[config.mk]
export PLATFORM = sky130hd
export DESIGN_NAME = l2_port_arbiter
export DESIGN_NICKNAME = d
export VERILOG_FILES = /design/src/rtl/l2_port_arbiter_pkg.sv /design/src/rtl/l2_port_arbiter_rr_arbiter.sv /design/src/rtl/l2_port_arbiter.sv
export SDC_FILE = /design/constraint.sdc
export NUM_CORES = 1
export LEC_CHECK = 0
export ABC_CLOCK_PERIOD_IN_PS = 4300
export CAP_MARGIN = 20
export CORE_UTILIZATION = 30
export CTS_CLUSTER_DIAMETER = 80
export CTS_CLUSTER_SIZE = 12
export DETAILED_ROUTE_END_ITERATION = 10
export PLACE_DENSITY = 0.63
export SLEW_MARGIN = 25
export SYNTH_ARGS = -nofsm -noshare
export SYNTH_HDL_FRONTEND = slang
export SYNTH_SLANG_ARGS = --single-unit
[constraint.sdc]
create_clock -name clk -period 4.3 [get_ports clk]
set_clock_uncertainty 0.15 [all_clocks]
set_input_delay 0.645 -clock clk [delete_from_list [all_inputs] [get_ports clk]]
set_output_delay 0.645 -clock clk [all_outputs]
set_load 0.01 [all_outputs]
[src/rtl/l2_port_arbiter_pkg.sv]
// ---------------------------------------------------------------------------
// l2_port_arbiter_pkg
//   Shared constants and types for the tile L2 request arbitration path.
//   - LOG_N_MSHR / L2_MAX_OUT : bank MSHR depth, which bounds the outstanding
//     reads any single requester may hold.
//   - L2_REQ_W                : opaque request payload width (addr + metadata).
//   - L2_PORTS                : requesters per tile (RO stages + RW read + RW write).
//   - l2_arb_req_t            : one request as seen by the bank pipeline.
//   - clog2_min1()            : index width helper that never returns 0.
// ---------------------------------------------------------------------------
package l2_port_arbiter_pkg;

    localparam int unsigned LOG_N_MSHR   = 4;
    localparam int unsigned L2_MAX_OUT   = 1 << LOG_N_MSHR;
    localparam int unsigned L2_REQ_W     = 64;
    localparam int unsigned L2_RO_STAGES = 2;
    localparam int unsigned L2_PORTS     = L2_RO_STAGES + 2;

    typedef struct packed {
        logic [L2_REQ_W-1:0] payload;
        logic                is_write;
    } l2_arb_req_t;

    function automatic int unsigned clog2_min1(input int unsigned n);
        return (n > 1) ? $clog2(n) : 1;
    endfunction

endpackage

[src/rtl/l2_port_arbiter_rr_arbiter.sv]
// ---------------------------------------------------------------------------
// rr_arbiter
//   Combinational round-robin pick. The search starts at the entry right
//   after i_ptr and walks upward with wrap-around; the first requester found
//   wins. Reusable by any tile arbiter that keeps its own pointer register.
//   Ports:
//     i_req   [N]      request vector
//     i_ptr   [LOG_N]  index of the most recently served requester
//     o_grant [N]      one-hot grant (all zero when nothing requests)
//     o_idx   [LOG_N]  binary index of the granted requester
//     o_any            a grant was issued
// ---------------------------------------------------------------------------
module rr_arbiter
    import l2_port_arbiter_pkg::*;
#(
    parameter int unsigned N     = 4,
    parameter int unsigned LOG_N = clog2_min1(N)
) (
    input  logic [N-1:0]     i_req,
    input  logic [LOG_N-1:0] i_ptr,
    output logic [N-1:0]     o_grant,
    output logic [LOG_N-1:0] o_idx,
    output logic             o_any
);

    logic [LOG_N-1:0] w_cand;

    always_comb begin
        o_grant = '0;
        o_idx   = '0;
        o_any   = 1'b0;
        w_cand  = '0;
        for (int unsigned k = 1; k <= N; k++) begin
            w_cand = LOG_N'((32'(i_ptr) + k) % N);
            if (!o_any && i_req[w_cand]) begin
                o_any           = 1'b1;
                o_grant[w_cand] = 1'b1;
                o_idx           = w_cand;
            end
        end
    end

endmodule

[src/rtl/l2_port_arbiter.sv]
// ---------------------------------------------------------------------------
// l2_port_arbiter
//   Shares one L2 bank request pipeline among N_PORTS requesters with
//   round-robin arbitration, per-port outstanding-read credits and a
//   registered output stage. Credits return on read responses. `block`
//   stops new grants so the tile controller can wait for `idle`.
//   Ports:
//     clk, rstn       clock, asynchronous active-low reset
//     req_valid       [N]        per-port request valid
//     req_is_write    [N]        request is a posted write (no credit used)
//     req_data        [N*REQ_W]  payloads, port i at [i*REQ_W +: REQ_W]
//     req_ready       [N]        per-port accept (combinational)
//     out_valid/out_ready        registered request toward the bank
//     out_data/out_is_write/out_port  granted request
//     resp_valid/resp_port       read response, returns one credit
//     block                      gate all new grants this cycle
//     idle                       no registered request and no reads in flight
//     credit_err                 sticky: response with no matching read
// ---------------------------------------------------------------------------
module l2_port_arbiter
    import l2_port_arbiter_pkg::*;
#(
    parameter int unsigned N_PORTS     = L2_PORTS,
    parameter int unsigned REQ_W       = L2_REQ_W,
    parameter int unsigned LOG_MAX_OUT = LOG_N_MSHR,
    parameter int unsigned LOG_P       = clog2_min1(N_PORTS)
) (
    input  logic                       clk,
    input  logic                       rstn,
    input  logic [N_PORTS-1:0]         req_valid,
    input  logic [N_PORTS-1:0]         req_is_write,
    input  logic [N_PORTS*REQ_W-1:0]   req_data,
    output logic [N_PORTS-1:0]         req_ready,
    output logic                       out_valid,
    input  logic                       out_ready,
    output logic [REQ_W-1:0]           out_data,
    output logic                       out_is_write,
    output logic [LOG_P-1:0]           out_port,
    input  logic                       resp_valid,
    input  logic [LOG_P-1:0]           resp_port,
    input  logic                       block,
    output logic                       idle,
    output logic                       credit_err
);

    localparam int unsigned CNT_W = LOG_MAX_OUT + 1;
    localparam logic [CNT_W-1:0] MAX_CNT = {1'b1, {LOG_MAX_OUT{1'b0}}};

    // Registered state
    logic                 r_out_valid;
    logic [REQ_W-1:0]     r_out_data;
    logic                 r_out_is_write;
    logic [LOG_P-1:0]     r_out_port;
    logic [LOG_P-1:0]     r_rr_ptr;
    logic [CNT_W-1:0]     r_cnt [N_PORTS];
    logic                 r_credit_err;

    // Combinational
    logic [N_PORTS-1:0]   w_elig;
    logic [N_PORTS-1:0]   w_arb_req;
    logic [N_PORTS-1:0]   w_grant;
    logic [LOG_P-1:0]     w_grant_idx;
    logic                 w_grant_any;
    logic                 w_load;
    logic [REQ_W-1:0]     w_sel_data;
    logic                 w_sel_is_write;
    logic [N_PORTS-1:0]   w_inc;
    logic [N_PORTS-1:0]   w_dec;
    logic                 w_resp_in_range;
    logic                 w_all_zero;

    // A full-width port id cannot be out of range; only compare when the
    // id space is larger than the port count.
    generate
        if (N_PORTS == (1 << LOG_P)) begin : g_resp_full
            assign w_resp_in_range = 1'b1;
        end else begin : g_resp_cmp
            assign w_resp_in_range = (32'(resp_port) < N_PORTS);
        end
    endgenerate

    assign w_load = ~r_out_valid | out_ready;

    always_comb begin
        w_elig = '0;
        for (int unsigned i = 0; i < N_PORTS; i++) begin
            w_elig[i] = req_valid[i]
                      & (req_is_write[i] | (r_cnt[i] < MAX_CNT))
                      & ~block;
        end
    end

    // rstn gating keeps req_ready low while reset is held, even though the
    // output stage already looks empty.
    assign w_arb_req = w_elig & {N_PORTS{w_load & rstn}};

    rr_arbiter #(
        .N     (N_PORTS),
        .LOG_N (LOG_P)
    ) u_rr (
        .i_req   (w_arb_req),
        .i_ptr   (r_rr_ptr),
        .o_grant (w_grant),
        .o_idx   (w_grant_idx),
        .o_any   (w_grant_any)
    );

    assign req_ready = w_grant;

    // One-hot grant makes an OR-reduction mux sufficient.
    always_comb begin
        w_sel_data     = '0;
        w_sel_is_write = 1'b0;
        for (int unsigned i = 0; i < N_PORTS; i++) begin
            if (w_grant[i]) begin
                w_sel_data     = w_sel_data | req_data[i*REQ_W +: REQ_W];
                w_sel_is_write = w_sel_is_write | req_is_write[i];
            end
        end
    end

    always_comb begin
        w_inc      = '0;
        w_dec      = '0;
        w_all_zero = 1'b1;
        for (int unsigned i = 0; i < N_PORTS; i++) begin
            w_inc[i] = w_grant[i] & ~req_is_write[i];
            w_dec[i] = resp_valid & w_resp_in_range & (resp_port == LOG_P'(i));
            if (r_cnt[i] != '0) begin
                w_all_zero = 1'b0;
            end
        end
    end

    // Output register stage; holds while the bank stalls.
    always_ff @(posedge clk or negedge rstn) begin
        if (!rstn) begin
            r_out_valid    <= 1'b0;
            r_out_data     <= '0;
            r_out_is_write <= 1'b0;
            r_out_port     <= '0;
            r_rr_ptr       <= LOG_P'(N_PORTS - 1);
        end else if (w_grant_any) begin
            r_out_valid    <= 1'b1;
            r_out_data     <= w_sel_data;
            r_out_is_write <= w_sel_is_write;
            r_out_port     <= w_grant_idx;
            r_rr_ptr       <= w_grant_idx;
        end else if (w_load) begin
            r_out_valid    <= 1'b0;
        end
    end

    // Credit counters: a grant and a response on the same port cancel.
    always_ff @(posedge clk or negedge rstn) begin
        if (!rstn) begin
            for (int unsigned i = 0; i < N_PORTS; i++) begin
                r_cnt[i] <= '0;
            end
            r_credit_err <= 1'b0;
        end else begin
            if (resp_valid && !w_resp_in_range) begin
                r_credit_err <= 1'b1;
            end
            for (int unsigned i = 0; i < N_PORTS; i++) begin
                if (w_inc[i] && !w_dec[i]) begin
                    r_cnt[i] <= r_cnt[i] + CNT_W'(1);
                end else if (w_dec[i] && !w_inc[i]) begin
                    if (r_cnt[i] == '0) begin
                        r_credit_err <= 1'b1;
                    end else begin
                        r_cnt[i] <= r_cnt[i] - CNT_W'(1);
                    end
                end
            end
        end
    end

    assign out_valid    = r_out_valid;
    assign out_data     = r_out_data;
    assign out_is_write = r_out_is_write;
    assign out_port     = r_out_port;
    assign idle         = ~r_out_valid & w_all_zero;
    assign credit_err   = r_credit_err;

endmodule

# --- Yosys cells after proc, flatten, opt, wreduce, memory -nomap -nowiden ---
# Cells that the tools add are included.
totals:
  reg_bits: 91
  inputBits: 271
  output_inout_bits: 74
  wordCells: 190
classes:
  addsub: 12
  magnitude_cmp: 12
  eq_ne: 7
  n_mux: 66
  bitwise_logic: 39
  reduce_logical: 44
op_table:
  columns: ["op", "count"]
  rows:
  - ["$mux W64", 4]
  - ["$or A64 B64 Y64", 3]
  - ["$mux W5", 12]
  - ["$mux W1", 34]
  - ["$add A5 B1 Y5 const B", 4]
  - ["$logic_not A5 Y1", 4]
  - ["$lt A5 B5 Y1 const B", 4]
  - ["$reduce_bool A5 Y1", 4]
  - ["$sub A5 B1 Y5 const B", 4]
  - ["$and A1 B1 Y1", 18]
  - ["$mux W4", 4]
  - ["$logic_and A1 B1 Y1", 15]
  - ["$lt A2 B3 Y1 const B", 4]
  - ["$or A4 B4 Y4", 3]
  - ["$logic_not A1 Y1", 11]
  - ["$reduce_bool A2 Y1", 5]
  - ["$bmux W1 S2", 4]
  - ["$demux W1 S2", 4]
  - ["$ge A2 B1 Y1 const B", 4]
  - ["$mux W2", 4]
  - ["$ne A2 B2 Y1 const B", 4]
  - ["$or A1 B1 Y1", 8]
  - ["$reduce_and A2 Y1", 4]
  - ["$not A1 Y1", 6]
  - ["other kinds (6)", 9]

# --- Logic depth before layout (Yosys ltp) ---
# Gate-level depths: netlist of run 1.
logic_depth:
  word_depth: 31
  ltp_mapped: 18
  mapped_depth_nobuf: 16

# --- Modules after synthesis ---
# From an unflattened synthesis of run 1, not the netlist that was laid out.
unflattened:
  hier_cells: 647
  area_unflattened_um2: 5890.6
by_module_without_submodules:
  columns: ["module", "instances", "cells_per_inst", "area_each_um2", "seq_area_each_um2"]
  rows:
  - ["l2_port_arbiter", 1, 561, 5261.3, 2279.7]
  - ["rr_arbiter", 1, 86, 629.4, 0.0]

# --- Least setup slack after synthesis of run 1 ---
# No wires, ideal clock.
synth_path:
  path_type: "register to register"
  startpoint: "reg r_rr_ptr[1]"
  endpoint: "reg r_cnt[9] in the netlist's numbering"
  setup_time_ns: 0.125
  arrival_time_ns: 3.495
  required_time_ns: 4.025
  slack_ns: 0.530
  path_stages_with_launch: 18
  path_cell_list: "dfstp_2 > clkinv_1 > ha_1 > nand3b_1 > o22ai_4 > mux2i_1 > nand3_2 > buf_6 > nand2b_1 > inv_1 > ha_1 > inv_1 > ha_1 > a21o_1 > a21oi_1 > xnor2_1 > nor2_1 > xor2_1"
synth_via:
  elab_chain_len: 18
synth_lines:
  columns: ["item", "line_no", "rtl"]
  rows:
  - ["start: declaration", "l2_port_arbiter.sv:54", "logic [LOG_P-1:0] r_rr_ptr;"]
  - ["start signal: assignment", "l2_port_arbiter.sv:142", "r_rr_ptr <= LOG_P'(N_PORTS - 1);"]
  - ["start signal: assignment", "l2_port_arbiter.sv:148", "r_rr_ptr <= w_grant_idx;"]
  - ["branches (longest 12 deep; another with $lt A2 B3 Y1)", null, null]
  - ["$mux W4 *", "l2_port_arbiter_rr_arbiter.sv:35", "if (!o_any && i_req[w_cand]) begin"]
  - ["$and A1 B1 Y1 *", "l2_port_arbiter.sv:127", "w_inc[i] = w_grant[i] & ~req_is_write[i];"]
  - ["$logic_not A1 Y1", "l2_port_arbiter.sv:168", "end else if (w_dec[i] && !w_inc[i]) begin"]
  - ["$logic_and A1 B1 Y1", "l2_port_arbiter.sv:168", null]
  - ["$reduce_bool A2 Y1 (no source line)", null, null]
  - ["$reduce_and A2 Y1 (no source line)", null, null]
  - ["end signal: indexed assignment", "l2_port_arbiter.sv:167", "r_cnt[i] <= r_cnt[i] + CNT_W'(1);"]
  - ["end signal: indexed assignment", "l2_port_arbiter.sv:172", "r_cnt[i] <= r_cnt[i] - CNT_W'(1);"]
  - ["end: declaration", "l2_port_arbiter.sv:55", "logic [CNT_W-1:0] r_cnt [N_PORTS];"]
# Every way passes the cells marked *. The select of a mux whose other input is x is not followed.
# A chain may end at the register's enable or synchronous reset.

# --- Worst setup path in the final report of run 1 ---
layout_path:
  startpoint: "in req_is_write[3]"
  endpoint: "out req_ready[3]"
layout_via:
  elab_chain_len: 16
layout_lines:
  columns: ["item", "line_no", "rtl"]
  rows:
  - ["start: declaration", "l2_port_arbiter.sv:31", "input logic [N_PORTS-1:0] req_is_write,"]
  - ["$or A1 B1 Y1 *", "l2_port_arbiter.sv:88", "& (req_is_write[i] | (r_cnt[i] < MAX_CNT))"]
  - ["$and A1 B1 Y1 *", "l2_port_arbiter.sv:88", null]
  - ["$and A1 B1 Y1 *", "l2_port_arbiter.sv:89", "& ~block;"]
  - ["$and A4 B4 Y4 *", "l2_port_arbiter.sv:95", "assign w_arb_req = w_elig & {N_PORTS{w_load & rstn}};"]
  - ["$bmux W1 S2", "l2_port_arbiter_rr_arbiter.sv:35", null]
  - ["$mux W1 (implied by the code)", "l2_port_arbiter_rr_arbiter.sv:35", null]
  - ["$mux W1", "l2_port_arbiter_rr_arbiter.sv:35", null]
  - ["$logic_not A1 Y1", "l2_port_arbiter_rr_arbiter.sv:35", null]
  - ["$logic_and A1 B1 Y1", "l2_port_arbiter_rr_arbiter.sv:35", null]
  - ["$mux W1", "l2_port_arbiter_rr_arbiter.sv:35", null]
  - ["$logic_not A1 Y1", "l2_port_arbiter_rr_arbiter.sv:35", null]
  - ["$logic_and A1 B1 Y1", "l2_port_arbiter_rr_arbiter.sv:35", null]
  - ["$mux W1", "l2_port_arbiter_rr_arbiter.sv:35", null]
  - ["$logic_not A1 Y1", "l2_port_arbiter_rr_arbiter.sv:35", null]
  - ["$logic_and A1 B1 Y1", "l2_port_arbiter_rr_arbiter.sv:35", null]
  - ["$mux W4 *", "l2_port_arbiter_rr_arbiter.sv:35", null]
  - ["end: declaration", "l2_port_arbiter.sv:33", "output logic [N_PORTS-1:0] req_ready,"]
# Every way passes the cells marked *; elsewhere a longest branch is shown, timed or not. The select of a mux whose other input is x is not followed.

==> results of run 1 <==
## layout make-up
class / count / area [µm²]
Fill cell: 1931 / 9630
Timing Repair Buffer: 360 / 3590
Multi-Input combinational cell: 485 / 3400
Sequential cell: 91 / 2280
Tap cell: 265 / 332
Clock buffer: 9 / 225
Clock inverter: 7 / 125
Inverter: 18 / 67.6
Antenna cell: 2 / 5.00
## worst max path at each step
stage,slack (ns),to,depth (start not counted)
after detailed placement,0.10,r_cnt[14]$_DFFE_PN0P_,16
final,0.20,req_ready[3],8
after global placement,0.14,r_cnt[14]$_DFFE_PN0P_,16
after CTS,0.16,req_ready[3],8
after global routing,0.06,req_ready[3],8
after floorplan,0.53,r_cnt[9]$_DFFE_PN0P_,17
## cells in the mapped netlist, types with 5 or more instances
master / instances / area (µm²)
a22oi_1: 121 / 908
dfrtp_1: 89 / 2230
nor2_1: 88 / 330
a31oi_1: 65 / 407
ha_1: 28 / 350
nand2_1: 27 / 101
clkbuf_1: 17 / 63.8
inv_1: 16 / 60.1
buf_2: 15 / 75.1
a21oi_1: 13 / 65.1
xnor2_1: 13 / 114
o21ai_0: 12 / 60.1
buf_4: 11 / 82.6
nand2b_1: 11 / 68.8
a22oi_2: 10 / 125
buf_6: 9 / 101
nand3_1: 9 / 45.0
a21o_1: 8 / 60.1
xor2_1: 8 / 70.1
or2_2: 6 / 37.5
mux2i_1: 5 / 50.1
nor3_1: 5 / 25.0
## routing by layer
| metal | wire length (µm) | vias to the layer above | global-route usage, % |
|---|---|---|---|
| li1 | - | 3085 | - |
| met4 | 302 | 0 | 5.10 |
| met3 | 1640 | 21 | 5.33 |
| met1 | 10000 | 3013 | 27.7 |
| met2 | 12100 | 215 | 37.7 |
| met5 | 0 | - | 0 |
## per-stage QoR
stage | cell area (µm²) | util, %
floorplan | 6060 | -
global route | 10000 | 51.0
CTS | 10000 | 51.0
finish | 10000 | 51.0
global placement | 9660 | 49.2
detailed placement | 9660 | 49.2
## cells by family (layout without fill, tap and decap cells)
group	after synthesis	in the layout	share of synthesized area [%]
flip-flops	91	91	37.6
buffers and inverters	70	394	6.44
adder cells (fa/ha/maj)	32	32	7.10
other	0	2	0
multiplexers	10	10	1.94
AO/OA/AOI/OAI	255	255	30.9
XOR/XNOR	21	21	3.03
AND/OR/NAND/NOR	167	167	13.0
## power breakdown
part	total, µW	internal, µW	switching (µW)	leakage (µW)
Sequential	1600	1300	294	0.00108
Combinational	3350	1670	1680	0.00252
Clock	945	574	371	0.000164
## registers in the layout (all words and copies together), names as in the netlist
name / flops
r_cnt: 20
out_valid: 1
credit_err: 1
r_rr_ptr: 2
out_is_write: 1
out_data: 64
out_port: 2
==> results.sh, run 1 <==
export IMPL_grt_pass1_vias=5920
export IMPL_synth_cells=646
export IMPL_postRouteAntennaNets=0
export IMPL_powerDensity_mw_per_mm2=588
export IMPL_cts_sinks=91
export IMPL_synth_async_sr_flop_share_pct=100
export IMPL_dp_slack_ns=0.102
export IMPL_routed_wl_um=24000
export IMPL_netlist_area_mm2=0.00606
export IMPL_cts_inserted_buffers=9
export IMPL_critPathCaptureType="primary output"
export IMPL_drv_slew=0
export IMPL_viasPerCell=5.12
export IMPL_worst_pin_slew_ns=0.855
export IMPL_dieWidth_um=144
export IMPL_syn_nets=949
export IMPL_timing_final_crit_period_ns=4.10
export IMPL_hold_buffers=0
export IMPL_ys_seq_area_share_pct=37.6
export IMPL_cp_common_cell="clkdlybuf4s50_1"
export IMPL_ys_seq_elements=91
export IMPL_fin_nets=1268
export IMPL_rows=51
export IMPL_synth_main_ff_cell="dfrtp_1"
export IMPL_synth_edff_count=0
export IMPL_cts_resized=0
export IMPL_cts_max_path_buffers=2
export IMPL_grt_max_degree=79
export IMPL_whs_ns=0.300
export IMPL_r2r_end="r_cnt[4]$_DFFE_PN0P_"
export IMPL_ir_drop_v=0.000319
export IMPL_portBuffers=344
export IMPL_grt_pass1_wl_um=34200
export IMPL_dp_hpwl_um=18400
export IMPL_stdcell_count=1237
export IMPL_cts_tree="done"
export IMPL_yosysWarnings=0
export IMPL_fmax_mhz=244
export IMPL_ff2ff_setup_slack_ns=0.61
export IMPL_grt_usage_pct=22.0
export IMPL_antenna_found_initial=1
export IMPL_rsz0062_at_grt="no"
export IMPL_slowest_stage="clkdlybuf4s50_1"
export IMPL_critPathBufInv=3
export IMPL_drv_cap=0
export IMPL_startpoint="req_is_write[3]"
export IMPL_fin_setup_tns_ns=0
export IMPL_vias=6334
export IMPL_drt_iter0_drc=254
export IMPL_layout_commonest_cell="clkdlybuf4s50_1"
export IMPL_wl_per_cell_um=19.4
export IMPL_critical_path_class="primary input to primary output"
export IMPL_slew_headroom_pct=43.0
export IMPL_crit_family="buffers and inverters"
export IMPL_reg2reg_depth=16
export IMPL_insertion_delay_ns=0.35
export IMPL_crit_path_max_fanout=66
export IMPL_start_kind="primary input"
export IMPL_die_height_um=144
export IMPL_power_leakage_uw=0.00376
export IMPL_crit_path_max_incr_delay_ns=0.61
export IMPL_setup_violations=0
export IMPL_pin_count=345
export IMPL_final_cell_mix="343 x clkdlybuf4s50_1, 121 x a22oi_1, 89 x dfrtp_1"
export IMPL_drc=0
export IMPL_core_mm2=0.0197
export IMPL_clkTransAtPathRegs_ns=0.07
export IMPL_cp_arrival_ns=3.30
export IMPL_htreeDepth=3
export IMPL_setup_ws_ns=0.204
export IMPL_clockRootBuffer="clkbuf_16"
export IMPL_critPathRequiredTime_ns=3.50
export IMPL_ys_types=55
export IMPL_syn_area_per_cell_um2=9.39
export IMPL_dp_cells=1219
export IMPL_initial_utilization_pct=30.9
export IMPL_hold_class="primary input to async pin"
export IMPL_fin_total_pwr_uw=5890
export IMPL_postCtsSetupBuffers=0
export IMPL_r2r_start="r_rr_ptr[1]$_DFFE_PN1P_"
export IMPL_finalHoldViolations=0
export IMPL_period_share_pct=95.3
export IMPL_drive_gt1_share_pct=7.53
export IMPL_die_area_mm2=0.0208
export IMPL_run_status="complete, no violations"
export IMPL_drt_pass1_iter_count=5
export IMPL_grt_overflow_total=0
export IMPL_routabilityCongestion=0.841
export IMPL_crit_chain="clkdlybuf4s50_1 > nand2b_1 > a221oi_1 > a311o_1 > o211ai_1 > nand3_2 > buf_12 > clkdlybuf4s50_1"
export IMPL_area_growth_pct=65.2
Power figures use the tool's default switching activity.
==> inputs of run 2 (changes only) <==
Settings changed: CORE_MARGIN set to 4.
==> run 2 against run 1 <==
Effect of this change: combinational power rose by 1%; critical endpoint unchanged; critical path type unchanged; sequential power barely moved; non-clock buffer count rose by 2; hold slack got worse by 0.029 ns; clock-buffer cell count did not move; register-to-register slack barely moved.
==> results.sh, run 2 (synthesized netlist as in run 1, its figures left out) <==
export IMPL_htreeDepth=3
export IMPL_period_share_pct=92.5
export IMPL_slew_headroom_pct=46.0
export IMPL_swShare_pct=40.1
export IMPL_portBuffers=344
export IMPL_postRouteAntennaNets=0
export IMPL_cts_tree="done"
export IMPL_critPathRequiredTime_ns=3.50
export IMPL_crit_chain="clkdlybuf4s50_1 > nor2b_1 > o32a_1 > and4_4 > o211ai_1 > nand3_2 > buf_4 > clkdlybuf4s50_1"
export IMPL_crit_family="buffers and inverters"
export IMPL_ir_drop_v=0.000556
export IMPL_postCtsSetupBuffers=0
export IMPL_wl_per_cell_um=21.0
export IMPL_finalHoldViolations=0
export IMPL_insertion_delay_ns=0.35
export IMPL_combPwrFrac_pct=57.4
export IMPL_p_sw_uw=2370
export IMPL_slowest_stage="clkdlybuf4s50_1"
export IMPL_fin_nets=1270
export IMPL_die_height_um=150
export IMPL_grt_max_degree=131
export IMPL_grt_pass1_wl_um=37300
export IMPL_hold_class="primary input to async pin"
export IMPL_utilization_pct=50.9
export IMPL_p_seq_share_pct=26.9
export IMPL_critPathBufInv=3
export IMPL_setup_violations=0
export IMPL_drv_cap=0
export IMPL_vias=6368
export IMPL_routabilityCongestion=0.898
export IMPL_dp_hpwl_um=20300
export IMPL_whs_ns=0.271
export IMPL_grt_usage_pct=21.8
export IMPL_pin_count=345
export IMPL_start_kind="primary input"
export IMPL_drt_iter0_drc=300
export IMPL_cts_resized=0
export IMPL_fin_setup_tns_ns=0
export IMPL_core_mm2=0.0197
export IMPL_ff2ff_setup_slack_ns=0.60
export IMPL_p_int_uw=3540
export IMPL_run_status="complete, no violations"
export IMPL_rows=51
export IMPL_cts_max_path_buffers=2
export IMPL_largest_reg_flops=64
export IMPL_fin_total_pwr_uw=5910
export IMPL_grt_overflow_total=0
export IMPL_layout_commonest_cell="clkdlybuf4s50_1"
export IMPL_power_leakage_uw=0.00378
export IMPL_powerDensity_mw_per_mm2=591
export IMPL_final_cell_mix="343 x clkdlybuf4s50_1, 121 x a22oi_1, 89 x dfrtp_1"
export IMPL_worst_pin_slew_ns=0.811
export IMPL_grt_pass1_vias=6135
export IMPL_area_growth_pct=65.1
export IMPL_drive_gt1_share_pct=7.52
export IMPL_fmax_mhz=251
export IMPL_crit_path_max_incr_delay_ns=0.61
export IMPL_die_area_mm2=0.0226
export IMPL_critical_path_class="primary input to primary output"
export IMPL_clockPowerShare_pct=15.8
export IMPL_cts_sinks=91
export IMPL_cts_inserted_buffers=9
export IMPL_cp_arrival_ns=3.18
export IMPL_initial_utilization_pct=30.9
export IMPL_routed_wl_um=26000
export IMPL_cp_common_cell="clkdlybuf4s50_1"
export IMPL_clkTransAtPathRegs_ns=0.07
export IMPL_clockRootBuffer="clkbuf_16"
export IMPL_drc=0
export IMPL_critPathCaptureType="primary output"
export IMPL_drt_pass1_iter_count=5
export IMPL_dieWidth_um=150
export IMPL_hold_buffers=0
export IMPL_viasPerCell=5.14
export IMPL_crit_path_max_fanout=11
export IMPL_drv_slew=0
export IMPL_rsz0062_at_grt="no"
export IMPL_antenna_found_initial=2
export IMPL_timing_final_crit_period_ns=3.98
## run 2: routing by layer
| layer | track usage [%] | part of all wire [%] | up-vias |
|---|---|---|---|
| li1 | - | - | 3089 |
| met1 | 27.3 | 41 | 3026 |
| met2 | 37.2 | 49 | 225 |
| met3 | 5.51 | 7.0 | 28 |
| met4 | 6.04 | 2.2 | 0 |
| met5 | 0 | 0 | - |
## run 2: path summary, 6_finish.rpt
path | startpoint | to | cells after the start
worst min-delay path | rstn | out_port[0]$_DFFE_PN0P_ | 2
worst max register to register | r_rr_ptr[1]$_DFFE_PN1P_ | r_cnt[9]$_DFFE_PN0P_ | 16
worst min register to register | r_cnt[2]$_DFFE_PN0P_ | r_cnt[2]$_DFFE_PN0P_ | 2
max in group asynchronous | rstn | out_data[57]$_DFFE_PN0P_ | 3
min in group clk | r_cnt[2]$_DFFE_PN0P_ | r_cnt[2]$_DFFE_PN0P_ | 2
worst max-delay path | req_is_write[1] | req_ready[3] | 8
## run 2: stage by stage
| stage | std cells | instance area [µm²] | worst slack [ns] |
|---|---|---|---|
| floorplan | 646 | 6060 | 0.530 |
| detailed placement | 1221 | 9670 | 0.0927 |
| global placement | 1221 | 9670 | 0.171 |
| finish | 1239 | 10000 | 0.321 |
| global route | 1238 | 10000 | 0.183 |
| CTS | 1236 | 10000 | 0.302 |
## run 2: power by group through the flow
stage / Sequential (µW) / Clock, µW / Combinational (µW)
floorplan: 1740 / 0 / 1780
global placement: 1600 / 0 / 3400
detailed placement: 1610 / 0 / 3410
CTS: 1600 / 965 / 3420
global route: 1660 / 999 / 3700
finish: 1590 / 932 / 3390
## run 2: final cells by class
| class | instances | area, µm² |
|---|---|---|
| flip-flops and latches | 91 | 2280 |
| clock buffers | 9 | 225 |
| inverters | 18 | 67.6 |
| repair buffers | 362 | 3590 |
| well taps | 265 | 332 |
| clock inverters | 6 | 113 |
| multi-input cells | 485 | 3400 |
| fillers | 1900 | 9640 |
| diodes | 3 | 7.51 |
==> inputs of run 3 (changes only) <==
Settings changed: ABC_AREA set to 1, CTS_CLUSTER_SIZE 12 to 25, PLACE_DENSITY 0.63 to 0.62.
==> run 3 against run 2 <==
Effect of this change: first-iteration DRC count rose by 41%; cell area up 2.4%; wire length shrank 4.2%; largest power group unchanged; critical path depth increased by 12; global-route usage down 1.3 points; clock-buffer cell count increased by 1; sequential power is essentially flat; setup slack better by 0.15 ns.
==> results.sh, run 3 <==
export IMPL_grt_util_met2_pct=36.5
export IMPL_antenna_found_initial=0
export IMPL_grt_overflow_total=0
export IMPL_grt_usage_pct=20.5
export IMPL_vias=7009
export IMPL_synth_most_common_cell="nand2_1"
export IMPL_ys_seq_elements=91
export IMPL_worst_pin_slew_ns=0.804
export IMPL_timing_final_crit_period_ns=3.83
export IMPL_globalRouteMet3Util_pct=4.30
export IMPL_drc=0
export IMPL_critPathCaptureType="flip-flop"
export IMPL_die_area_mm2=0.0234
export IMPL_insertion_delay_ns=0.34
export IMPL_routabilityCongestion=0.914
export IMPL_drt_iter0_drc=424
export IMPL_yosysWarnings=0
export IMPL_slew_headroom_pct=46.4
export IMPL_cp_arrival_ns=3.94
export IMPL_setup_violations=0
export IMPL_die_height_um=153
export IMPL_run_status="complete, no violations"
export IMPL_power_leakage_uw=0.00514
export IMPL_initial_utilization_pct=30.8
export IMPL_start_kind="flip-flop"
export IMPL_powerDensity_mw_per_mm2=687
export IMPL_ff2ff_setup_slack_ns=0.47
export IMPL_grt_max_degree=66
export IMPL_grt_pass1_vias=6645
export IMPL_cts_inserted_buffers=9
export IMPL_postRouteAntennaNets=0
export IMPL_drt_pass1_iter_count=4
export IMPL_cts_sinks=91
export IMPL_crit_path_max_fanout=8
export IMPL_htreeDepth=3
export IMPL_fillCellCount=2067
export IMPL_wl_per_cell_um=15.7
export IMPL_antenna_cells=0
export IMPL_post_synth_top_area_cell="dfrtp_1"
export IMPL_synth_cells=984
export IMPL_fin_nets=1617
export IMPL_drv_slew=0
export IMPL_synth_async_sr_flop_share_pct=100
export IMPL_cts_max_path_buffers=2
export IMPL_fin_setup_tns_ns=0
export IMPL_fin_total_pwr_uw=7050
export IMPL_synth_top_area_share_pct=35.3
export IMPL_grt_pass1_wl_um=38100
export IMPL_netlist_area_mm2=0.00632
export IMPL_cts_tree="done"
export IMPL_rsz0062_at_grt="no"
export IMPL_met1_usage_pct=25.0
export IMPL_core_mm2=0.0205
export IMPL_period_share_pct=89.0
export IMPL_pin_count=345
export IMPL_clockRootBuffer="clkbuf_16"
export IMPL_area_growth_pct=62.4
export IMPL_drv_cap=0
export IMPL_drive_gt1_share_pct=3.64
export IMPL_hold_class="primary input to async pin"
export IMPL_syn_nets=1287
export IMPL_viasPerCell=4.41
export IMPL_ys_types=33
export IMPL_finalHoldViolations=0
export IMPL_critPathRequiredTime_ns=4.42
export IMPL_ys_seq_area_share_pct=36.1
export IMPL_fmax_mhz=261
export IMPL_clkTransAtPathRegs_ns=0.07
export IMPL_final_cell_mix="590 x nand2_1, 343 x clkdlybuf4s50_1, 89 x dfrtp_1"
export IMPL_rows=52
export IMPL_netlist_top_cells_count="590 x nand2_1, 89 x dfrtp_1, 87 x nor2_1, 45 x inv_1, 28 x ha_1"
export IMPL_synthTopCellsByArea="dfrtp_1 35%, nand2_1 35%, ha_1 5.5%, nor2_1 5.2%, inv_1 2.7%"
export IMPL_synth_main_ff_cell="dfrtp_1"
export IMPL_portBuffers=344
export IMPL_critical_path_class="flip-flop to flip-flop"
export IMPL_syn_area_per_cell_um2=6.42
export IMPL_largest_reg_flops=64
export IMPL_dp_hpwl_um=19200
export IMPL_ir_drop_v=0.000507
export IMPL_synth_edff_count=0
export IMPL_busiest_layer="met2"
export IMPL_routed_wl_um=24900
export IMPL_layout_commonest_cell="nand2_1"
export IMPL_dieWidth_um=153
export IMPL_whs_ns=0.213
export IMPL_hold_buffers=0
## run 3: cell types whose count changed after synthesis, sizes merged, moves of 8 or more
cell    change
nand3      +18
a21o        -8
xnor2      -10
clkbuf     -14
a31oi      -65
a22oi     -130
nand2b     -11
inv        +33
nand2     +563
## run 3: area by class of cell
| type | instances | area [µm²] | area share, % |
|---|---|---|---|
| clock inverters | 5 | 86.3 | 0.842 |
| inverters | 50 | 188 | 1.83 |
| well taps | 270 | 338 | 3.29 |
| repair buffers | 354 | 3530 | 34.4 |
| multi-input cells | 808 | 3600 | 35.1 |
| clock buffers | 10 | 239 | 2.33 |
| flip-flops and latches | 91 | 2280 | 22.2 |
## run 3: worst paths after layout
check | cells past startpoint | to | from
setup / recovery | 20 | r_cnt[9]$_DFFE_PN0P_ | r_rr_ptr[1]$_DFFE_PN1P_
hold / removal | 2 | r_cnt[1]$_DFFE_PN0P_ | rstn
setup reg to reg | 20 | r_cnt[9]$_DFFE_PN0P_ | r_rr_ptr[1]$_DFFE_PN1P_
hold reg to reg | 2 | out_data[42]$_DFFE_PN0P_ | out_data[42]$_DFFE_PN0P_
max in group asynchronous | 3 | out_data[37]$_DFFE_PN0P_ | rstn
min in group clk | 2 | out_data[42]$_DFFE_PN0P_ | out_data[42]$_DFFE_PN0P_
## run 3: what timing repair did
item                       CTS  global route
resized for setup            0             1
setup buffers                0             2
setup endpoints to repair    0             1
## run 3: power breakdown
part / switching (µW) / leakage [µW] / internal, µW
combinational: 2710 / 0.00386 / 1850
clock: 349 / 0.000153 / 526
sequential: 283 / 0.00112 / 1330
total: 3340 / 0.00514 / 3710
## run 3: cells by family after synthesis
| family | synth area share, % |
|---|---|
| AO/OA/AOI/OAI | 2.83 |
| adder cells (fa/ha/maj) | 6.81 |
| buffers and inverters | 7.05 |
| XOR/XNOR | 1.94 |
| flip-flops | 36.1 |
| AND/OR/NAND/NOR | 45.3 |
## run 3: routing by layer
layer / wire length (µm) / vias to the layer above
met1: 10500 / 3117
met5: 0 / -
met4: 549 / 0
li1: - / 3652
met2: 12500 / 212
met3: 1380 / 28
## run 3: worst max-delay path: stages, from the launching register on
cell,delay (ns)
dfstp_2,0.61
inv_1,0.14
ha_1,0.35
inv_1,0.16
nand3_1,0.09
nand2_1,0.18
nand3_1,0.13
nor2_2,0.15
nand2_1,0.08
nand3_2,0.13
inv_2,0.04
nor2_2,0.11
ha_1,0.20
inv_1,0.11
fa_1,0.40
nand2_1,0.10
nand2_1,0.06
a21oi_1,0.16
o21ai_0,0.09
a21oi_1,0.17
xor2_1,0.15
## run 3: per-stage QoR
stage	cell area, µm²	worst slack, ns	utilization [%]	instances
after floorplan	6320	0.609	-	984
after global placement	9910	0.330	48.4	1571
after detailed placement	9910	0.218	48.4	1571
after CTS	10200	0.417	50.0	1586
after global routing	10300	0.0191	50.0	1588
final	10300	0.472	50.0	1588
